===== src/rtl/consumer_fetch_scheduler_if.sv =====
// Load-request bus between the fetch scheduler and the MSHR consumer unit.
// The scheduler drives requests; acks return one per completed load, in issue order.
interface consumer_fetch_scheduler_if #(
    parameter int ADDR_W = 64
);
    logic              req_valid;
    logic              req_ready;
    logic [ADDR_W-1:0] req_addr;
    logic              ack;

    modport master (
        output req_valid,
        output req_addr,
        input  req_ready,
        input  ack
    );

    modport slave (
        input  req_valid,
        input  req_addr,
        output req_ready,
        output ack
    );
endinterface


===== src/rtl/consumer_fetch_scheduler.sv =====
// Consumer-side load sequencer for a cohort FIFO: issues line loads up to the
// producer tail with bounded outstanding requests and retires them on in-order acks.
module consumer_fetch_scheduler #(
    parameter int ADDR_W          = 64,
    parameter int PTR_W           = 32,
    parameter int MAX_OUTSTANDING = 4,
    parameter int LINE_LOG2       = 4
) (
    input  logic                          clk,
    input  logic                          rst,
    input  logic                          cfg_valid,
    input  logic [ADDR_W-1:0]             cfg_base_addr,
    input  logic [4:0]                    cfg_depth_log2,
    input  logic                          enable,
    input  logic [PTR_W-1:0]              tail_ptr_i,
    consumer_fetch_scheduler_if.master    ld,
    output logic [PTR_W-1:0]              head_ptr_o,
    output logic                          busy_o,
    output logic                          err_o
);

    localparam int CNT_W = $clog2(MAX_OUTSTANDING + 1);

    localparam logic [1:0] S_IDLE  = 2'd0;
    localparam logic [1:0] S_RUN   = 2'd1;
    localparam logic [1:0] S_DRAIN = 2'd2;

    logic [1:0]        state, state_nxt;
    logic [ADDR_W-1:0] base;
    logic [4:0]        depth_log2;
    logic [PTR_W-1:0]  issue_ptr, issue_nxt;
    logic [PTR_W-1:0]  head_ptr, head_nxt;
    logic [CNT_W-1:0]  outstanding, out_nxt;
    logic              req_valid, req_valid_nxt;
    logic [ADDR_W-1:0] req_addr, req_addr_nxt;
    logic              err, err_nxt;
    logic              busy, busy_nxt;

    logic              hs;
    logic              ack_ok;
    logic              ack_bad;
    logic              overflow;
    logic              can_issue;
    logic [PTR_W:0]    depth_size;
    logic [PTR_W-1:0]  idx_mask;
    logic [PTR_W-1:0]  fill;
    logic [PTR_W-1:0]  pending;

    // Issue decisions look at post-handshake pointer/credit values so that a
    // held ready gives one request per cycle.
    always_comb begin
        hs         = req_valid && ld.req_ready;
        ack_ok     = ld.ack && (outstanding != '0);
        ack_bad    = ld.ack && (outstanding == '0);
        depth_size = (PTR_W + 1)'(1) << depth_log2;
        idx_mask   = depth_size[PTR_W-1:0] - PTR_W'(1);
        fill       = tail_ptr_i - head_ptr;
        overflow   = {1'b0, fill} > depth_size;
        issue_nxt  = issue_ptr + PTR_W'(hs);
        head_nxt   = head_ptr + PTR_W'(ack_ok);
        out_nxt    = outstanding + CNT_W'(hs) - CNT_W'(ack_ok);
        pending    = tail_ptr_i - issue_nxt;
        can_issue  = (state == S_RUN) && enable && (pending != '0) &&
                     (out_nxt < CNT_W'(MAX_OUTSTANDING));

        state_nxt = state;
        case (state)
            S_IDLE:  if (enable && !cfg_valid) state_nxt = S_RUN;
            S_RUN:   if (!enable) state_nxt = S_DRAIN;
            S_DRAIN: begin
                if (enable)
                    state_nxt = S_RUN;
                else if ((outstanding == '0) && !req_valid)
                    state_nxt = S_IDLE;
            end
            default: state_nxt = S_IDLE;
        endcase

        req_valid_nxt = req_valid && !ld.req_ready;
        req_addr_nxt  = req_addr;
        if (!req_valid_nxt && can_issue) begin
            req_valid_nxt = 1'b1;
            req_addr_nxt  = base + (ADDR_W'(issue_nxt & idx_mask) << LINE_LOG2);
        end

        err_nxt  = err || ack_bad || overflow;
        busy_nxt = (state_nxt != S_IDLE) || (out_nxt != '0);
    end

    // A config load in IDLE restarts the pointers and clears the sticky error.
    always_ff @(posedge clk) begin
        if (rst) begin
            state       <= S_IDLE;
            base        <= '0;
            depth_log2  <= '0;
            issue_ptr   <= '0;
            head_ptr    <= '0;
            outstanding <= '0;
            req_valid   <= 1'b0;
            req_addr    <= '0;
            err         <= 1'b0;
            busy        <= 1'b0;
        end else begin
            state       <= state_nxt;
            issue_ptr   <= issue_nxt;
            head_ptr    <= head_nxt;
            outstanding <= out_nxt;
            req_valid   <= req_valid_nxt;
            req_addr    <= req_addr_nxt;
            err         <= err_nxt;
            busy        <= busy_nxt;
            if ((state == S_IDLE) && cfg_valid) begin
                base       <= cfg_base_addr;
                depth_log2 <= cfg_depth_log2;
                issue_ptr  <= '0;
                head_ptr   <= '0;
                err        <= 1'b0;
            end
        end
    end

    assign ld.req_valid = req_valid;
    assign ld.req_addr  = req_addr;
    assign head_ptr_o   = head_ptr;
    assign busy_o       = busy;
    assign err_o        = err;

endmodule


===== src/flat_wrapper.sv =====
// flat-port wrapper written by rule: the top's interface ports become plain ports
module consumer_fetch_scheduler_flat 
#(
    parameter int ADDR_W          = 64,
    parameter int PTR_W           = 32,
    parameter int MAX_OUTSTANDING = 4,
    parameter int LINE_LOG2       = 4
)
  (clk, rst, cfg_valid, cfg_base_addr, cfg_depth_log2, enable, tail_ptr_i, head_ptr_o, busy_o, err_o, ld_req_valid, ld_req_addr, ld_req_ready, ld_ack);
  consumer_fetch_scheduler_if #(.ADDR_W(ADDR_W)) ld_i ();
  input  logic clk;
  input  logic rst;
  input  logic cfg_valid;
  input  logic [ADDR_W-1:0] cfg_base_addr;
  input  logic [4:0] cfg_depth_log2;
  input  logic enable;
  input  logic [PTR_W-1:0] tail_ptr_i;
  output logic [PTR_W-1:0] head_ptr_o;
  output logic busy_o;
  output logic err_o;
  output wire logic [$bits(ld_i.req_valid)-1:0] ld_req_valid;
  output wire logic [$bits(ld_i.req_addr)-1:0] ld_req_addr;
  input wire logic [$bits(ld_i.req_ready)-1:0] ld_req_ready;
  input wire logic [$bits(ld_i.ack)-1:0] ld_ack;
  assign ld_req_valid = ld_i.req_valid;
  assign ld_req_addr = ld_i.req_addr;
  assign ld_i.req_ready = ld_req_ready;
  assign ld_i.ack = ld_ack;
  consumer_fetch_scheduler #(.ADDR_W(ADDR_W), .PTR_W(PTR_W), .MAX_OUTSTANDING(MAX_OUTSTANDING), .LINE_LOG2(LINE_LOG2)) u_core (.clk(clk), .rst(rst), .cfg_valid(cfg_valid), .cfg_base_addr(cfg_base_addr), .cfg_depth_log2(cfg_depth_log2), .enable(enable), .tail_ptr_i(tail_ptr_i), .ld(ld_i), .head_ptr_o(head_ptr_o), .busy_o(busy_o), .err_o(err_o));
endmodule

===== config.mk =====
export PLATFORM = sky130hd
export DESIGN_NAME = consumer_fetch_scheduler_flat
export DESIGN_NICKNAME = d
export VERILOG_FILES = /design/src/rtl/consumer_fetch_scheduler_if.sv /design/src/rtl/consumer_fetch_scheduler.sv /design/src/flat_wrapper.sv
export SDC_FILE = /design/constraint.sdc
export NUM_CORES = 1
export LEC_CHECK = 0
export CORE_MARGIN = 3
export CORE_UTILIZATION = 55
export DETAILED_ROUTE_END_ITERATION = 7
export HOLD_SLACK_MARGIN = 0.08
export MAX_ROUTING_LAYER = met4
export PLACE_DENSITY = 0.82
export SLEW_MARGIN = 20
export SYNTH_ARGS = -nofsm -noshare
export SYNTH_HDL_FRONTEND = slang
export SYNTH_SLANG_ARGS = --single-unit

===== constraint.sdc =====
create_clock -name clk -period 7.44 [get_ports clk]
set_clock_uncertainty 0.05 [all_clocks]
set_input_delay 1.488 -clock clk [delete_from_list [all_inputs] [get_ports clk]]
set_output_delay 1.488 -clock clk [all_outputs]
set_load 0.03 [all_outputs]

==> results of run 1 <==
area by class of cell:
cell class / count / area share
clock buffer: 29 / 0.0359
clock inverter: 15 / 0.0116
inverter: 87 / 0.0175
multi-input combinational: 1633 / 0.558
sequential: 205 / 0.220
tap: 372 / 0.0249
timing repair buffer: 257 / 0.132
kinds of logic after synthesis:
kind of cell / share of synthesized area
flops: 0.269
mux: 0.0220
buf+inv: 0.0476
fa+ha+maj: 0.111
xor+xnor: 0.0816
simple gates: 0.246
other cells: 0.000246
compound gates: 0.222
through the flow:
stage | setup slack (ns) | area [µm²] | power, mW | hold slack [ns]
finish | 0.487 | 18700 | 3.27 | 0.411
global route | 0.0364 | 18700 | 3.40 | 0.435
CTS | 0.591 | 18700 | 3.27 | 0.413
detailed placement | 0.0943 | 17800 | 1.97 | 0.404
global placement | 0.188 | 17800 | 1.96 | 0.399
floorplan | 1.28 | 15200 | 1.70 | 0.387
metal layers:
layer	track usage	vias to the layer above	routed length, µm
met2	0.556	566	23900
met5	-	-	0
met4	0.135	0	2220
li1	-	7584	-
met3	0.0434	126	2780
met1	0.413	7380	21100
sequential cells by signal, summed over array words and instances (netlist names):
name	flops
u_core.base	64
u_core.ld.req_addr	64
u_core.head_ptr_o	32
u_core.issue_ptr	32
u_core.depth_log2	5
u_core.outstanding	3
u_core.state	2
u_core.busy_o	1
u_core.err_o	1
u_core.ld.req_valid	1
how the worst min path moves through the flow:
stage | startpoint | endpoint
after detailed placement | u_core.base[3]$_SDFFE_PP0P_ | u_core.base[3]$_SDFFE_PP0P_
after CTS | u_core.base[3]$_SDFFE_PP0P_ | u_core.base[3]$_SDFFE_PP0P_
after global routing | u_core.base[33]$_SDFFE_PP0P_ | u_core.base[33]$_SDFFE_PP0P_
final | u_core.base[11]$_SDFFE_PP0P_ | u_core.base[11]$_SDFFE_PP0P_
after floorplan | u_core.base[0]$_SDFFE_PP0P_ | u_core.base[0]$_SDFFE_PP0P_
after global placement | u_core.base[2]$_SDFFE_PP0P_ | u_core.base[2]$_SDFFE_PP0P_
critical path: cells and delay by family:
| kind | cells | cell delay, ns |
|---|---|---|
| xor gates and xnor gates | 1 | 0.26 |
| buffers and inverters | 2 | 0.65 |
| AOI/OAI and AO/OA | 7 | 1.90 |
| adders and majority gates | 2 | 0.62 |
| and+or+nand+nor | 13 | 2.39 |
placed cells by master, fill, tap and decap left out, drive strengths merged, types with 47 or more instances in the layout:
cell           synthesis  routed
o21ai                 72      72
xnor2                104     104
nand3                 47      47
nand4                 53      53
a21oi                211     211
inv                   87      89
buf                   19      53
nand2                287     287
dfxtp                205     205
nor2                 187     187
clkdlybuf4s50          0     204
ha                   130     130
power by group through the flow:
stage	Combinational [mW]	Sequential, mW	Clock, mW
6_report	0.767	1.20	1.30
5_1_grt	0.835	1.20	1.36
4_1_cts	0.760	1.19	1.32
3_5_place_dp	0.753	1.22	0
3_3_place_gp	0.740	1.22	0
2_1_floorplan	0.450	1.25	0
==> run metrics, run 1 <==
status=completed; area of the multi-input gates=about 0.010 mm²; # DRC=0; DRT antenna net count=0; top cells by area, synth=dfxtp_1, ha_1, nand2_1; worst slew pin tran=around 1.4 ns; Rows=60; CP Data Required Time=~7.8 ns; Peak supply drop=185 µV; Worst Hold Depth=2; CP dominant cell by count=nand3_1; chip height=172 µm; syn_nets=2265; Netlist cell types=just over 80; Critical Path Max Stage Delay=0.63 ns; H-Tree Depth=1; synthesized cell area=0.0152 mm²; hold buffer count at CTS=0; Starting Density=0.563; post-layout util=0.689; Reg power frac=0.366; Critical R2R Capture=u_core.ld.req_addr[45]$_SDFFE_PP0P_; Sw Pwr=1.00 mW; Via Count=15700; Setup CP Type=in -> reg; CP Data Arrival Time=7.32 ns; CP Launch Type=primary input; Critical-path top delay cell=a21boi_1; pin count of the biggest net entering global routing=99; post-synthesis instance total=2025; register-to-register setup slack=1.22 ns; Pwr Density=about 180 mW/mm²; FILL cells=2260; leading area contributor after synthesis=dfxtp_1; initial antenna violation count=0; Clock Power Share=0.399; FFs w/ async S/R, synth=0; I/O pin cnt=206; RSZ-0062 raised after global routing=false; share of layout cells above drive strength 1=0.0606; Core ar.=0.0271 mm²; DP HPWL=38.2 mm; Final Cycle Share=0.935; EDFF count, synth=0; #FFs+latches synth=205; worst r2r path cells=23; top-count cell post-synth=nand2_1; WL per Instance=19.2 µm; CTS max path bufs=3; # setup viols final=0; Total Wirelength=49.9 mm; root buffer cell=clkbuf_16; setup bufs post-CTS=0; P&R area growth vs syn=22.5%; Vias/cell=around 6; fmax=approximately 140 MHz; placed insts=roughly 2600; Hold Crit Class=reg -> reg; Non-Filler Instances=2598; vias in the first global route=14900; CP endpoint kind=flop; leak pwr=6.90 nW; Clock Latency Late Sink=roughly 0.54 ns; CP endpoint=u_core.ld.req_addr[45]$_SDFFE_PP0P_; Crit. Startpoint=ld_req_ready; Yosys warning count=0; Fin Setup TNS=0 ns; CTS tree=built; min Tclk post-route=6.95 ns; Combinational Power Share=0.235; Avg Inst Size Synth=roughly 7.5 µm²; sequential cell area=0.00410 mm²; Die ar.=around 0.030 mm²; Fin. Hold Viols=0; switching share of power=0.307; share of the synthesized area in the top cell type=0.269; gr ovfl total=0; max-capacitance violation count=0; GPL Wtd Cong=0.964; number of DRC markers in iteration 0=1063; die width=172 µm; final net count=2448; clock transition at the registers of the reported paths=~0.06 ns; Final Max Tran Viols=0; crit-path max FO=7; synth cell count leaders=nand2_1, a21oi_1, dfxtp_1; GR Util All Layers=0.335; Sink Count=205; part of the Yosys area used for sequential elements=0.269; CTS Buf Count=24; cell internal pwr=around 2.3 mW; First-pass DRT Iterations=5; Max-slew headroom=0.0594; first-pass GRT wire length=77.8 mm; post-CTS resize count=0; ANT cells=0; IO buf count=a little over 200; Synth Flop Type=dfxtp_1; reg2reg start=u_core.depth_log2[0]$_SDFFE_PP0P_
Power figures use the tool's default switching activity.
==> run 2: changes to the inputs <==
--- a/config.mk
+++ b/config.mk
@@ -11,6 +11,7 @@
 export HOLD_SLACK_MARGIN = 0.08
 export MAX_ROUTING_LAYER = met4
 export PLACE_DENSITY = 0.82
+export SKIP_CTS_REPAIR_TIMING = 1
 export SLEW_MARGIN = 20
 export SYNTH_ARGS = -nofsm -noshare
 export SYNTH_HDL_FRONTEND = slang
==> results of run 2 <==
Final layout, timing and power as in run 1 (identical DEF).
==> run 3: changes to the inputs <==
--- a/config.mk
+++ b/config.mk
@@ -8,10 +8,10 @@
 export CORE_MARGIN = 3
 export CORE_UTILIZATION = 55
 export DETAILED_ROUTE_END_ITERATION = 7
+export GPL_ROUTABILITY_DRIVEN = 0
 export HOLD_SLACK_MARGIN = 0.08
 export MAX_ROUTING_LAYER = met4
 export PLACE_DENSITY = 0.82
-export SKIP_CTS_REPAIR_TIMING = 1
 export SLEW_MARGIN = 20
 export SYNTH_ARGS = -nofsm -noshare
 export SYNTH_HDL_FRONTEND = slang
==> run metrics, run 3 (synthesis results as in run 1) <==
FILL cells=between 2000 and 2500; First-pass DRT Iterations=5; crit-path max FO=45; final net count=approximately 2400; # setup viols final=0; CP Launch Type=primary input; placed inst area=roughly 0.018 mm²; Vias/cell=between 6 and 7; worst r2r path cells=22; Clock Latency Late Sink=roughly 0.52 ns; H-Tree Depth=1; min Tclk post-route=6.92 ns; gr ovfl total=0; most frequent cells in the layout=nand2_1, a21oi_1, dfxtp_1; most common cell after layout, fill and taps aside=nand2_1; Rows=60; worst slew pin tran=1.04 ns; reg2reg start=u_core.depth_log2[1]$_SDFFE_PP0P_; Sink Count=205; WL per Instance=18.4 µm; design area=around 0.018 mm²; DP HPWL=35.8 mm; initial antenna violation count=0; biggest regs=u_core.base (64), u_core.ld.req_addr (64); Hold Crit Class=reg -> reg; Fin Setup TNS=0 ns; crit-path leading delay family=simple AND/OR/NAND/NOR gates; CP Buf/Inv Count=2; Core ar.=0.0271 mm²; CTS tree=built; Setup CP Type=in -> reg; Fin. Hold Viols=0; CP Depth=25; first-pass GRT wire length=approximately 75 mm; GR Util All Layers=0.315; Final Max Tran Viols=0; share of layout cells above drive strength 1=0.0486; Critical Path Max Stage Delay=0.49 ns; status=completed; root buffer cell=clkbuf_16; CP Data Arrival Time=7.28 ns; fmax=144 MHz; CP Data Required Time=~7.8 ns; CTS max path bufs=3; pin count of the biggest net entering global routing=85; Starting Density=0.563; leak pwr=about 6.8 nW; DRT antenna net count=0; Via Count=about 16000; HP Start=u_core.base[0]$_SDFFE_PP0P_; vias in the first global route=15000; CP endpoint=u_core.ld.req_addr[34]$_SDFFE_PP0P_; Die ar.=0.0298 mm²; ANT cells=0; Total Wirelength=47.4 mm; IO buf count=205; CP endpoint kind=flop; P&R area growth vs syn=20.7%; Critical R2R Capture=u_core.ld.req_addr[53]$_SDFFE_PP0P_; # DRC=0; CTS Buf Count=24; register-to-register setup slack=1.09 ns; I/O pin cnt=206; Critical-path top delay cell=clkdlybuf4s50_1; max-capacitance violation count=0; clock transition at the registers of the reported paths=around 0.060 ns; RSZ-0062 raised after global routing=false; Final Cycle Share=0.930; chip height=172 µm; die width=172 µm; post-CTS resize count=0; Peak supply drop=between 150 and 200 µV; number of DRC markers in iteration 0=1425; Crit. Startpoint=ld_req_ready; setup bufs post-CTS=0; hold buffer count at CTS=0; Max-slew headroom=0.308; Pwr Density=170 mW/mm²
-- run 3: cell types whose count changed in the layout (fill, tap and decap cells not counted) --
cell	delta
buf_4	-22
bufinv_16	-2
clkbuf_1	+3
clkbuf_16	+1
clkbuf_8	-2
clkinv_2	+4
clkinv_4	-4
clkinv_8	-1
clkinvlp_4	-1
inv_8	-1
-- run 3: how the worst min path moves through the flow --
stage          slack, ns  depth (start not counted)                      endpoint
6_report            0.41                          2   u_core.base[0]$_SDFFE_PP0P_
5_1_grt             0.43                          2  u_core.base[11]$_SDFFE_PP0P_
4_1_cts             0.40                          2   u_core.base[0]$_SDFFE_PP0P_
3_5_place_dp        0.40                          2   u_core.base[0]$_SDFFE_PP0P_
3_3_place_gp        0.40                          2   u_core.base[0]$_SDFFE_PP0P_
2_1_floorplan       0.39                          2   u_core.base[0]$_SDFFE_PP0P_
-- run 3: metal layers --
layer | GRT usage | up-vias | routed length [µm] | part of all wire
li1 | - | 7527 | - | -
met1 | 0.378 | 7266 | 19200 | 0.40
met2 | 0.508 | 723 | 21700 | 0.46
met3 | 0.0530 | 158 | 3740 | 0.079
met4 | 0.167 | 0 | 2780 | 0.059
met5 | - | - | 0 | 0
-- run 3: worst register-to-register path: cells and delay by family, from the launching register on --
kind | cells | cell delay [ns]
simple gates | 10 | 2.80
compound gates | 8 | 1.92
fa+ha+maj | 2 | 0.69
flops | 1 | 0.55
buf+inv | 1 | 0.16
mux | 1 | 0.14
-- run 3: power by group --
part           switching, mW  internal, mW
clock                  0.470         0.709
sequential            0.0467          1.15
combinational          0.439         0.316
-- run 3: cell type report --
type	instances	area [µm²]	area share
Multi-Input combinational cell	1633	10400	0.566
Inverter	87	327	0.0177
Tap cell	372	465	0.0253
Sequential cell	205	4100	0.223
Clock inverter	10	106	0.00578
Timing Repair Buffer	235	2300	0.125
Clock buffer	31	678	0.0369
-- run 3: stage by stage --
step / std cells / setup slack, ns / power (mW) / utilization / hold slack [ns]
3_3_place_gp: 2532 / 0.342 / 1.94 / 0.650 / 0.397
6_report: 2573 / 0.518 / 3.13 / 0.679 / 0.406
2_1_floorplan: 2025 / 1.28 / 1.70 / - / 0.387
3_5_place_dp: 2532 / 0.0373 / 1.96 / 0.650 / 0.397
5_1_grt: 2573 / 0.113 / 3.26 / 0.679 / 0.433
4_1_cts: 2573 / 0.565 / 3.13 / 0.679 / 0.404
